[src/rtl/mb_sequencer.sv]
// mb_sequencer
// Raster-order macroblock scan sequencer for the intra-prediction loop.
// On a frame request it presents each macroblock in turn and hands it over
// with a valid/ready handshake. It then waits for the loop's completion
// pulse before it advances to the next macroblock.
//
// Parameters:
//   MB_W   frame width in macroblocks (1..127)
//   MB_H   frame height in macroblocks (1..127)
//   NUM_W  width of mbnumber
// Ports:
//   clk            single clock, all state on the rising edge
//   reset          asynchronous, active-low reset
//   enable         issue enable; low stalls new issues (not completions)
//   frame_start    single-cycle request to scan one frame
//   mb_ready       downstream loop can accept a macroblock
//   mb_done        single-cycle pulse: current macroblock finished
//   mb_valid       mbnumber/position/flags are offered for handoff
//   mbnumber       raster macroblock index (all ones when idle)
//   mbx, mby       macroblock column and row
//   avail_*        neighbour availability flags for the current macroblock
//   frame_busy     frame scan in progress
//   frame_done     one-cycle pulse after the last macroblock completes
module mb_sequencer #(
    parameter int MB_W  = 120,
    parameter int MB_H  = 68,
    parameter int NUM_W = 13
) (
    input  logic             clk,
    input  logic             reset,
    input  logic             enable,
    input  logic             frame_start,
    input  logic             mb_ready,
    input  logic             mb_done,
    output logic             mb_valid,
    output logic [NUM_W-1:0] mbnumber,
    output logic [6:0]       mbx,
    output logic [6:0]       mby,
    output logic             avail_left,
    output logic             avail_top,
    output logic             avail_topleft,
    output logic             avail_topright,
    output logic             frame_busy,
    output logic             frame_done
);

    typedef enum logic [1:0] {
        ST_IDLE,
        ST_ISSUE,
        ST_WAIT,
        ST_DONE
    } state_t;

    localparam logic [NUM_W-1:0] LAST_MB = NUM_W'(MB_W * MB_H - 1);
    localparam logic [6:0]       LAST_X  = 7'(MB_W - 1);

    state_t           state;
    state_t           next_state;
    logic [NUM_W-1:0] next_num;
    logic [6:0]       next_x;
    logic [6:0]       next_y;

    // State, counters and flags. The flags are derived from the next
    // position so they always describe the macroblock being presented,
    // and they change on the same edge as the counters.
    always_ff @(posedge clk or negedge reset) begin
        if (!reset) begin
            state          <= ST_IDLE;
            mbnumber       <= '1;
            mbx            <= '0;
            mby            <= '0;
            avail_left     <= 1'b0;
            avail_top      <= 1'b0;
            avail_topleft  <= 1'b0;
            avail_topright <= 1'b0;
        end else begin
            state          <= next_state;
            mbnumber       <= next_num;
            mbx            <= next_x;
            mby            <= next_y;
            avail_left     <= (next_x != 7'd0);
            avail_top      <= (next_y != 7'd0);
            avail_topleft  <= (next_y != 7'd0) && (next_x != 7'd0);
            avail_topright <= (next_y != 7'd0) && (next_x != LAST_X);
        end
    end

    // Next-state and counter logic. Everything holds by default. In WAIT
    // a completion is taken regardless of enable so that it is never lost.
    always_comb begin
        next_state = state;
        next_num   = mbnumber;
        next_x     = mbx;
        next_y     = mby;
        unique case (state)
            ST_IDLE: begin
                if (frame_start && enable) begin
                    next_num   = '0;
                    next_x     = '0;
                    next_y     = '0;
                    next_state = ST_ISSUE;
                end
            end
            ST_ISSUE: begin
                if (enable && mb_ready) begin
                    next_state = ST_WAIT;
                end
            end
            ST_WAIT: begin
                if (mb_done) begin
                    if (mbnumber == LAST_MB) begin
                        next_state = ST_DONE;
                    end else begin
                        next_num   = mbnumber + NUM_W'(1);
                        next_state = ST_ISSUE;
                        if (mbx == LAST_X) begin
                            next_x = '0;
                            next_y = mby + 7'd1;
                        end else begin
                            next_x = mbx + 7'd1;
                        end
                    end
                end
            end
            ST_DONE: begin
                next_num   = '1;
                next_state = ST_IDLE;
            end
            default: begin
                next_state = ST_IDLE;
            end
        endcase
    end

    // Handshake and framing outputs decode straight from the state register.
    // This keeps them consistent with an asynchronous reset.
    always_comb begin
        mb_valid   = (state == ST_ISSUE) && enable;
        frame_busy = (state == ST_ISSUE) || (state == ST_WAIT);
        frame_done = (state == ST_DONE);
    end

endmodule

[config.mk]
export PLATFORM = sky130hd
export DESIGN_NAME = mb_sequencer
export DESIGN_NICKNAME = d
export VERILOG_FILES = /design/src/rtl/mb_sequencer.sv
export SDC_FILE = /design/constraint.sdc
export NUM_CORES = 1
export LEC_CHECK = 0
export CAP_MARGIN = 20
export CORE_ASPECT_RATIO = 0.5
export CORE_UTILIZATION = 52
export DETAILED_ROUTE_END_ITERATION = 8
export PLACE_DENSITY = 0.88
export SLEW_MARGIN = 25
export SYNTH_ARGS = -nofsm -noshare
export SYNTH_HDL_FRONTEND = slang
export SYNTH_SLANG_ARGS = --single-unit
[constraint.sdc]
create_clock -name clk -period 3.3 [get_ports clk]
set_input_delay 0.99 -clock clk [delete_from_list [all_inputs] [get_ports clk]]
set_output_delay 0.99 -clock clk [all_outputs]
set_load 0.01 [all_outputs]
Word-level counts from Yosys, hierarchy flattened
Index checks and enable logic that the tools add are counted.
{"block": "totals", "regBits": 33, "output_inout_bits": 34, "input_bits": 6}
{"block": "op_classes", "addsub": 3, "n_mux": 19, "eq_ne": 10, "reduce_logical": 12}
{"cell": "two-way mux 7 bit", "n": 8}
{"cell": "two-way mux 13 bit", "n": 3}
{"cell": "case mux 13 bit (3 select lines)", "n": 1}
{"cell": "case mux 7 bit (2 select lines)", "n": 2}
{"cell": "adder 7 x 1 -> 7 bit, second input constant", "n": 2}
{"cell": "nonzero test 7 bit", "n": 2}
{"cell": "adder 13 x 1 -> 13 bit, second input constant", "n": 1}
{"cell": "equality test 13 bit, second input constant", "n": 1}
{"cell": "two-way mux 2 bit", "n": 4}
{"cell": "!= test 2 bit, second input constant", "n": 4}
{"cell": "case mux 2 bit (4 select lines)", "n": 1}
{"cell": "equality test 7 bit, second input constant", "n": 1}
{"cell": "!= test 7 bit, second input constant", "n": 1}
{"cell": "logical AND 1 bit", "n": 5}
{"cell": "equality test 2 bit, second input constant", "n": 2}
{"cell": "AND reduction 4 bit", "n": 1}
{"cell": "AND reduction 3 bit", "n": 1}
{"cell": "nonzero test 3 bit", "n": 1}
{"cell": "equality test 2 x 1 -> 1 bit, second input constant", "n": 1}
{"cell": "zero test 2 bit", "n": 1}
{"cell": "logical OR 1 bit", "n": 1}

Logic depth before layout (Yosys ltp)
Gate-level depths: netlist of run 1.
{"block": "depth", "word_depth": 7, "mapped_depth": 10}

Worst setup path after synthesis of run 1
Ideal clock, no wire load.
{"block": "synth_timing", "kind": "input to register", "start": "in mb_done", "end": "reg avail_topleft", "setup_ns": 0.145, "t_arrival_ns": 2.378, "setup_slack_ns": 0.778, "t_required_ns": 3.155, "stages": 8, "cell_sequence": "inv_1 > a41o_1 > buf_6 > buf_2 > o311a_2 > a221o_2 > nor2_1 > a31oi_1"}
{"block": "synth_via", "elab_chain_cells": 4}
{"item": "from (decl)", "line_no": "34", "source": "input logic mb_done,"}
{"item": "two-way mux 7 bit", "line_no": "110", "source": "if (mb_done) begin"}
{"item": "case mux 7 bit (2 select lines)", "line_no": "95", "source": "unique case (state)"}
{"item": "via next_x[4]", "line_no": "60", "source": "logic [6:0] next_x;"}
{"item": "nonzero test 7 bit", "line_no": "83", "source": "avail_topleft <= (next_y != 7'd0) && (next_x != 7'd0);"}
{"item": "logical AND 1 bit", "line_no": "83"}
{"item": "to (signal assigned)", "line_no": "83"}
{"item": "to (decl)", "line_no": "41", "source": "output logic avail_topleft,"}
The timed path passes the listed nets, and every way through them passes these cells.
A chain may end at the register's enable or synchronous reset.

Worst setup path after layout of run 1
{"block": "layout_timing", "start": "in enable", "end": "out mb_valid"}
{"block": "layout_via", "elab_chain_cells": 1}
{"item": "from (decl)", "line_no": "31", "source": "input logic enable,"}
{"item": "logical AND 1 bit", "line_no": "138", "source": "mb_valid = (state == ST_ISSUE) && enable;"}
{"item": "to (decl)", "line_no": "35", "source": "output logic mb_valid,"}
Every way passes these cells.

==> metrics.txt, run 1 <==
# TYPE chip_impl_metric gauge
chip_impl_metric{name="depth_of_the_worst_hold_timing_path",unit=""} 2
chip_impl_metric{name="fp-row-count",unit=""} 15
chip_impl_metric{name="detail_route.wirelength",unit="µm"} 5100
chip_impl_metric{name="residual_drc",unit=""} 0
chip_impl_metric{name="post-cts-setup-buffers",unit=""} 0
chip_impl_info{name="critical_path_class",value="in2out"} 1
chip_impl_metric{name="routabilityCongestion",unit=""} 0.872
chip_impl_metric{name="timing_worst_slew_pin_value",unit="ns"} 0.622
chip_impl_metric{name="clock.fmax",unit="MHz"} 315
chip_impl_metric{name="syn-cell-area",unit="mm²"} 0.00209
chip_impl_metric{name="ant_nets",unit=""} 0
chip_impl_metric{name="antenna-diode-count",unit=""} 0
chip_impl_metric{name="grt_use_total",unit=""} 0.252
chip_impl_metric{name="fin_ws",unit="ns"} 0.130
chip_impl_metric{name="htreeDepth",unit=""} 2
chip_impl_metric{name="antenna_found_initial",unit=""} 0
chip_impl_metric{name="floorplan.die.width",unit="µm"} 91.6
chip_impl_metric{name="timing.setup.tns",unit="ns"} 0
chip_impl_metric{name="synth_top_area_share",unit=""} 0.240
chip_impl_metric{name="vias",unit=""} 2002
chip_impl_info{name="critPathCaptureType",value="output pin"} 1
chip_impl_metric{name="timing.final.max_slew_violations",unit=""} 0
chip_impl_metric{name="synth-seq-cells",unit=""} 33
chip_impl_metric{name="portBuffers",unit=""} 39
chip_impl_metric{name="maximum_buffer_depth_of_the_clock_tree",unit=""} 2
chip_impl_metric{name="wl_per_cell",unit="µm"} 15.9
chip_impl_metric{name="area_delta_synth_final",unit="%"} 27.5
chip_impl_metric{name="worst-path-buf-inv",unit=""} 2
chip_impl_metric{name="floorplan_die_area",unit="mm²"} 0.00428
chip_impl_metric{name="post_synthesis_cell_type_count",unit=""} 58
chip_impl_metric{name="number_of_cells_in_the_finished_layout_apart_from_fillers",unit=""} 320
chip_impl_metric{name="timing.max_cap.violations",unit=""} 0
chip_impl_metric{name="final_total_power",unit="mW"} 2.14
chip_impl_metric{name="grt_pass1_vias",unit=""} 1766
chip_impl_metric{name="synth-async-reset-ratio",unit=""} 1.00
chip_impl_metric{name="clk_lat_worst_skew",unit="ns"} 0.29
chip_impl_info{name="hp-class",value="reg2reg"} 1
chip_impl_metric{name="grt_overflow_total",unit=""} 0
chip_impl_metric{name="synth-warning-count",unit=""} 0
chip_impl_metric{name="cts_repair_resize_count",unit=""} 0
chip_impl_metric{name="i_o_pin_total",unit=""} 40
chip_impl_metric{name="place.detailed.hpwl",unit="µm"} 3480
chip_impl_info{name="cp_cell_sequence",value="clkdlybuf4s50_1 > and2_1 > clkdlybuf4s50_1"} 1
chip_impl_info{name="run_status",value="complete, no violations"} 1
chip_impl_info{name="grt_setup_unrepaired",value="false"} 1
chip_impl_metric{name="path_depth",unit=""} 3
chip_impl_metric{name="core_area",unit="mm²"} 0.00362
chip_impl_metric{name="syn-mean-instance-area",unit="µm²"} 9.31
chip_impl_metric{name="power.density",unit="mW/mm²"} 803
chip_impl_metric{name="total_leakage_power",unit="nW"} 1.08
chip_impl_info{name="cts_tree",value="built"} 1
chip_impl_metric{name="multi_input_area",unit="mm²"} 0.00113
chip_impl_metric{name="crit_path_max_fanout",unit=""} 5
chip_impl_metric{name="synth_sequential_area_ratio",unit=""} 0.404
chip_impl_metric{name="detail_route.vias_per_cell",unit=""} 6.26
chip_impl_metric{name="initial_core_util",unit=""} 0.576
chip_impl_metric{name="report.final.setup_viol",unit=""} 0
chip_impl_metric{name="layout.filler_cells",unit=""} 254
chip_impl_metric{name="final_hold_viol_count",unit=""} 0
chip_impl_metric{name="fin_skew",unit="ns"} 0.00578
chip_impl_metric{name="ratio_of_cells_with_drive_above_1_in_the_final_layout",unit=""} 0.164
chip_impl_metric{name="maximum_number_of_pins_on_one_net_before_global_route_repair",unit=""} 34
chip_impl_info{name="worst_path_max_delay_cell",value="sky130_fd_sc_hd__clkdlybuf4s50_1"} 1
chip_impl_info{name="synth_top_cell_by_area",value="sky130_fd_sc_hd__dfrtp_1"} 1
chip_impl_metric{name="seqCellArea",unit="µm²"} 842
chip_impl_metric{name="vdd_drop_max",unit="V"} 0.000400
chip_impl_metric{name="drt-pass1-iter-count",unit=""} 5
chip_impl_metric{name="postSynthNetCount",unit=""} 237
chip_impl_metric{name="cts_buffer_count",unit=""} 5
chip_impl_metric{name="numClockSinks",unit=""} 33
chip_impl_metric{name="postLayoutCellArea",unit="mm²"} 0.00266
chip_impl_metric{name="chip_height",unit="µm"} 46.8
chip_impl_metric{name="post_dp_cell_area",unit="mm²"} 0.00254
chip_impl_metric{name="reg2regPathDepth",unit=""} 8
chip_impl_metric{name="post_synth_inst_count",unit=""} 224
chip_impl_metric{name="first_pass_grt_wire_length",unit="µm"} 8180
chip_impl_metric{name="synth-edff-count",unit=""} 0
chip_impl_metric{name="layout_worst_path_cycle_share",unit=""} 0.961
chip_impl_info{name="yosys-top-cells-area",value="sky130_fd_sc_hd__dfrtp_1 (24%), sky130_fd_sc_hd__dfstp_2 (16%), sky130_fd_sc_hd__nand2_1 (4.7%)"} 1
chip_impl_info{name="start_kind",value="primary input"} 1
chip_impl_metric{name="detailedRoute.firstIterationViolations",unit=""} 200
chip_impl_metric{name="nNetsFinal",unit=""} 281
chip_impl_info{name="most_used_flip_flop_cell_after_synthesis",value="sky130_fd_sc_hd__dfrtp_1"} 1
chip_impl_metric{name="cts.reportedPaths.clkPinSlew",unit="ns"} 0.07
chip_impl_info{name="layout.cells.most_common_list",value="sky130_fd_sc_hd__clkdlybuf4s50_1 (39), sky130_fd_sc_hd__nand2_1 (26), sky130_fd_sc_hd__dfrtp_1 (20)"} 1
chip_impl_info{name="cts.root.buffer_cell",value="sky130_fd_sc_hd__clkbuf_8"} 1
chip_impl_info{name="most_common_library_cell_in_the_layout_ignoring_fill_and_taps",value="sky130_fd_sc_hd__clkdlybuf4s50_1"} 1
chip_impl_metric{name="period_needed",unit="ns"} 3.17
chip_impl_metric{name="pre_cts_ws",unit="ns"} 0.0148
chip_impl_info{name="crit_family",value="buffers and inverters"} 1
chip_impl_metric{name="dp.cells",unit=""} 312
chip_impl_metric{name="worstPathRequired",unit="ns"} 2.31
chip_impl_metric{name="cts_hold_repair.buffers",unit=""} 0
chip_impl_metric{name="worst_path_largest_cell_delay",unit="ns"} 0.53
chip_impl_metric{name="maxSlewHeadroom",unit=""} 0.585
chip_impl_info{name="critical-path-top-cell-by-count",value="sky130_fd_sc_hd__clkdlybuf4s50_1"} 1
chip_impl_metric{name="timing.critical_path.arrival",unit="ns"} 2.18
## tightest hold or removal path, delay by kind of cell (launching register included)
| family | cells | cell delay, ns |
|---|---|---|
| AOI/OAI and AO/OA | 1 | 0.07 |
| DFF | 1 | 0.39 |
| and+or+nand+nor | 1 | 0.06 |
## cells by family (layout without fill, tap and decap cells)
| logic type | after synthesis | count (layout) | share of synthesized area |
|---|---|---|---|
| DFF | 33 | 33 | 0.404 |
| AOI/OAI and AO/OA | 58 | 58 | 0.206 |
| and+or+nand+nor | 92 | 92 | 0.246 |
| adders and majority gates | 7 | 7 | 0.0420 |
| buffers and inverters | 24 | 69 | 0.0558 |
| xor gates and xnor gates | 5 | 5 | 0.0210 |
| muxes | 5 | 5 | 0.0252 |
## synth_stat cells, drive strengths merged, types with 4 or more instances
master,number
nor2,11
ha,7
nor4,5
nor3,9
inv,12
nand2,26
nand3,15
dfrtp,20
clkbuf,6
o21ai,16
dfstp,13
nand4,4
a21oi,7
buf,6
a221o,9
or3,4
## flip-flops by register name, summed over array words and instances, names as in the netlist
register / count
mbnumber: 13
mbx: 7
mby: 7
state: 2
avail_left: 1
avail_top: 1
avail_topleft: 1
avail_topright: 1
## path summary, 6_finish.rpt
path / from / to / slack [ns]
max in group asynchronous: reset / mbnumber[9] / 1.85
min: mbnumber[1] / mbnumber[1] / 0.52
max: enable / mb_valid / 0.13
min reg2reg: mbnumber[1] / mbnumber[1] / 0.52
max reg2reg: mbnumber[0] / avail_topleft / 0.33
min in group asynchronous: reset / mbx[3] / 1.11
## area by class of cell
cell class | instances | share of cell area
multi-input combinational | 167 | 0.424
sequential | 33 | 0.317
timing repair buffer | 49 | 0.175
clock buffer | 7 | 0.0325
tap | 51 | 0.0240
inverter | 12 | 0.0169
clock inverter | 1 | 0.0113
## layer usage
layer / track usage / vias up / part of all wire
met2: 0.445 / 86 / 0.48
met1: 0.325 / 980 / 0.44
met3: 0.0485 / 5 / 0.073
li1: - / 931 / -
met5: 0 / - / 0
met4: 0.0952 / 0 / 0.010
## power by group
| part | switching (mW) | internal [mW] | total (mW) |
|---|---|---|---|
| registers | 0.157 | 0.559 | 0.716 |
| logic | 0.518 | 0.503 | 1.02 |
| clock network | 0.153 | 0.246 | 0.400 |
| total | 0.829 | 1.31 | 2.14 |
## stage by stage
stage / utilization / hold slack, ns
2_1_floorplan: - / 0.494
3_3_place_gp: 0.702 / 0.487
3_5_place_dp: 0.702 / 0.519
4_1_cts: 0.734 / 0.529
5_1_grt: 0.734 / 0.549
6_report: 0.734 / 0.520
Note: power is estimated with default switching activity, not from simulation.
==> run 2, diff against run 1 <==
- GPL_TIMING_DRIVEN: unset -> 0
==> run 2 against run 1 <==
  * Clock skew decreased by 0.0026 ns
  * Combinational power about the same
  * Sequential power decreased by 0.8%
  * Worst hold slack got worse by 0.013 ns
  * Via count increased by 1.8%
  * Total power decreased by 4.8%
  * Flip-flop and latch count unchanged
==> metrics.txt, run 2 (synthesis results as in run 1) <==
# TYPE chip_impl_metric gauge
chip_impl_metric{name="vias",unit=""} 2038
chip_impl_metric{name="area_delta_synth_final",unit="%"} 27.4
chip_impl_metric{name="ant_nets",unit=""} 0
chip_impl_metric{name="number_of_cells_in_the_finished_layout_apart_from_fillers",unit=""} 323
chip_impl_info{name="cts_tree",value="built"} 1
chip_impl_info{name="critical_path_class",value="in2out"} 1
chip_impl_metric{name="final_total_power",unit="mW"} 2.03
chip_impl_metric{name="maxSlewHeadroom",unit=""} 0.654
chip_impl_metric{name="layout_worst_path_cycle_share",unit=""} 0.968
chip_impl_metric{name="antenna-diode-count",unit=""} 0
chip_impl_info{name="layout.cells.most_common_list",value="sky130_fd_sc_hd__clkdlybuf4s50_1 (38), sky130_fd_sc_hd__nand2_1 (26), sky130_fd_sc_hd__dfrtp_1 (20)"} 1
chip_impl_metric{name="cts_buffer_count",unit=""} 5
chip_impl_metric{name="final_hold_viol_count",unit=""} 0
chip_impl_metric{name="worst-path-buf-inv",unit=""} 2
chip_impl_metric{name="layout.filler_cells",unit=""} 270
chip_impl_info{name="crit_family",value="buffers and inverters"} 1
chip_impl_info{name="grt_setup_unrepaired",value="false"} 1
chip_impl_metric{name="timing.critical_path.arrival",unit="ns"} 2.21
chip_impl_metric{name="drt-pass1-iter-count",unit=""} 5
chip_impl_metric{name="grt_overflow_total",unit=""} 0
chip_impl_metric{name="detail_route.vias_per_cell",unit=""} 6.31
chip_impl_metric{name="timing_worst_slew_pin_value",unit="ns"} 0.519
chip_impl_metric{name="routabilityCongestion",unit=""} 0.813
chip_impl_metric{name="floorplan_die_area",unit="mm²"} 0.00428
chip_impl_metric{name="crit_path_max_fanout",unit=""} 5
chip_impl_info{name="run_status",value="complete, no violations"} 1
chip_impl_metric{name="htreeDepth",unit=""} 2
chip_impl_metric{name="floorplan.die.width",unit="µm"} 91.6
chip_impl_info{name="min_delay_worst_endpoint",value="mbnumber[1]"} 1
chip_impl_info{name="r2r-end",value="avail_topright"} 1
chip_impl_metric{name="clock.fmax",unit="MHz"} 313
chip_impl_metric{name="largest_register_ff_count",unit=""} 13
chip_impl_metric{name="maximum_number_of_pins_on_one_net_before_global_route_repair",unit=""} 18
chip_impl_metric{name="fin_ws",unit="ns"} 0.105
chip_impl_metric{name="depth_of_the_worst_hold_timing_path",unit=""} 2
chip_impl_metric{name="fp-row-count",unit=""} 15
chip_impl_info{name="cts.root.buffer_cell",value="sky130_fd_sc_hd__clkbuf_8"} 1
chip_impl_info{name="critPathCaptureType",value="output pin"} 1
chip_impl_metric{name="grt_pass1_vias",unit=""} 1804
chip_impl_metric{name="post-cts-setup-buffers",unit=""} 0
chip_impl_metric{name="worst_path_largest_cell_delay",unit="ns"} 0.54
chip_impl_metric{name="maximum_buffer_depth_of_the_clock_tree",unit=""} 2
chip_impl_metric{name="period_needed",unit="ns"} 3.20
chip_impl_metric{name="post_dp_cell_area",unit="mm²"} 0.00256
chip_impl_metric{name="report.final.setup_viol",unit=""} 0
chip_impl_info{name="cp_cell_sequence",value="clkdlybuf4s50_1 > and2_1 > clkdlybuf4s50_1"} 1
chip_impl_info{name="critical-path-top-cell-by-count",value="sky130_fd_sc_hd__clkdlybuf4s50_1"} 1
chip_impl_metric{name="grt_use_total",unit=""} 0.265
chip_impl_metric{name="portBuffers",unit=""} 39
chip_impl_metric{name="place.detailed.hpwl",unit="µm"} 3770
chip_impl_info{name="most_common_library_cell_in_the_layout_ignoring_fill_and_taps",value="sky130_fd_sc_hd__clkdlybuf4s50_1"} 1
chip_impl_info{name="start_kind",value="primary input"} 1
chip_impl_metric{name="dp.cells",unit=""} 315
chip_impl_metric{name="reg2regPathDepth",unit=""} 9
chip_impl_metric{name="timing.setup.tns",unit="ns"} 0
chip_impl_metric{name="cts.reportedPaths.clkPinSlew",unit="ns"} 0.07
chip_impl_metric{name="total_leakage_power",unit="nW"} 1.07
chip_impl_metric{name="numClockSinks",unit=""} 33
chip_impl_metric{name="nNetsFinal",unit=""} 284
chip_impl_metric{name="vdd_drop_max",unit="V"} 0.000410
chip_impl_info{name="hp-class",value="reg2reg"} 1
chip_impl_metric{name="detail_route.wirelength",unit="µm"} 5360
chip_impl_metric{name="power.density",unit="mW/mm²"} 765
chip_impl_info{name="max_flop_register",value="mbnumber"} 1
chip_impl_metric{name="worstPathRequired",unit="ns"} 2.31
chip_impl_metric{name="fin_skew",unit="ns"} 0.00322
chip_impl_metric{name="residual_drc",unit=""} 0
chip_impl_info{name="worst_hold_startpoint",value="mbnumber[1]"} 1
chip_impl_metric{name="first_pass_grt_wire_length",unit="µm"} 8580
chip_impl_info{name="worstReg2RegStart",value="state[0]"} 1
chip_impl_metric{name="i_o_pin_total",unit=""} 40
chip_impl_metric{name="pre_cts_ws",unit="ns"} -0.0371
chip_impl_metric{name="core_area",unit="mm²"} 0.00362
chip_impl_metric{name="postLayoutCellArea",unit="mm²"} 0.00266
chip_impl_info{name="worst_path_max_delay_cell",value="sky130_fd_sc_hd__clkdlybuf4s50_1"} 1
chip_impl_info{name="reg_top3",value="mbnumber x13, mbx x7, mby x7"} 1
chip_impl_metric{name="clk_lat_worst_skew",unit="ns"} 0.29
chip_impl_metric{name="timing.max_cap.violations",unit=""} 0
chip_impl_metric{name="detailedRoute.firstIterationViolations",unit=""} 150
chip_impl_metric{name="timing.final.max_slew_violations",unit=""} 0
chip_impl_metric{name="worst-r2r-setup-slack",unit="ns"} 0.41
chip_impl_metric{name="chip_height",unit="µm"} 46.8
chip_impl_metric{name="path_depth",unit=""} 3
chip_impl_metric{name="ratio_of_cells_with_drive_above_1_in_the_final_layout",unit=""} 0.154
chip_impl_metric{name="wl_per_cell",unit="µm"} 16.6
chip_impl_metric{name="antenna_found_initial",unit=""} 0
chip_impl_metric{name="initial_core_util",unit=""} 0.576
-- run 2: worst max path at each step --
stage | startpoint | end
3_5_place_dp | enable | avail_topleft
2_1_floorplan | mb_done | avail_topleft
6_report | enable | mb_valid
5_1_grt | enable | mb_valid
3_3_place_gp | mb_done | avail_topleft
4_1_cts | enable | mb_valid
-- run 2: worst min-delay path, stage by stage (launching register included) --
cell                      delay, ns
sky130_fd_sc_hd__dfstp_2       0.39
sky130_fd_sc_hd__nand2_1       0.05
sky130_fd_sc_hd__o21ai_0       0.06
-- run 2: repair_timing --
item / in CTS / in global routing
endpoints found under the setup margin: 0 / 1
hold buffers: 0 / 0
gates resized for setup: 0 / 1
-- run 2: area by class of cell --
type | count | area (µm²) | area share
Buffer | 12 | 71.3 | 0.0268
Clock buffer | 8 | 90.1 | 0.0339
Inverter | 12 | 45.0 | 0.0169
Multi-Input combinational cell | 167 | 1130 | 0.426
Sequential cell | 33 | 842 | 0.317
Tap cell | 51 | 63.8 | 0.0240
Timing Repair Buffer | 40 | 413 | 0.155
-- run 2: stage by stage --
step                 util  hold slack (ns)
finish              0.734            0.507
global route        0.734            0.531
CTS                 0.732            0.513
detailed placement  0.707            0.504
global placement    0.701            0.488
floorplan               -            0.494
-- run 2: layer usage --
metal / wire length [µm] / vias up / GRT usage
met5: 0 / - / 0
met4: 65 / 0 / 0.0921
met3: 415 / 8 / 0.0663
met2: 2530 / 103 / 0.445
met1: 2350 / 985 / 0.350
li1: - / 942 / -
-- run 2: report_power, final --
part,switching (mW),leakage (nW),internal [mW]
Clock,0.151,0.0455,0.170
Combinational,0.534,0.622,0.469
Sequential,0.150,0.405,0.559
Total,0.835,1.07,1.20
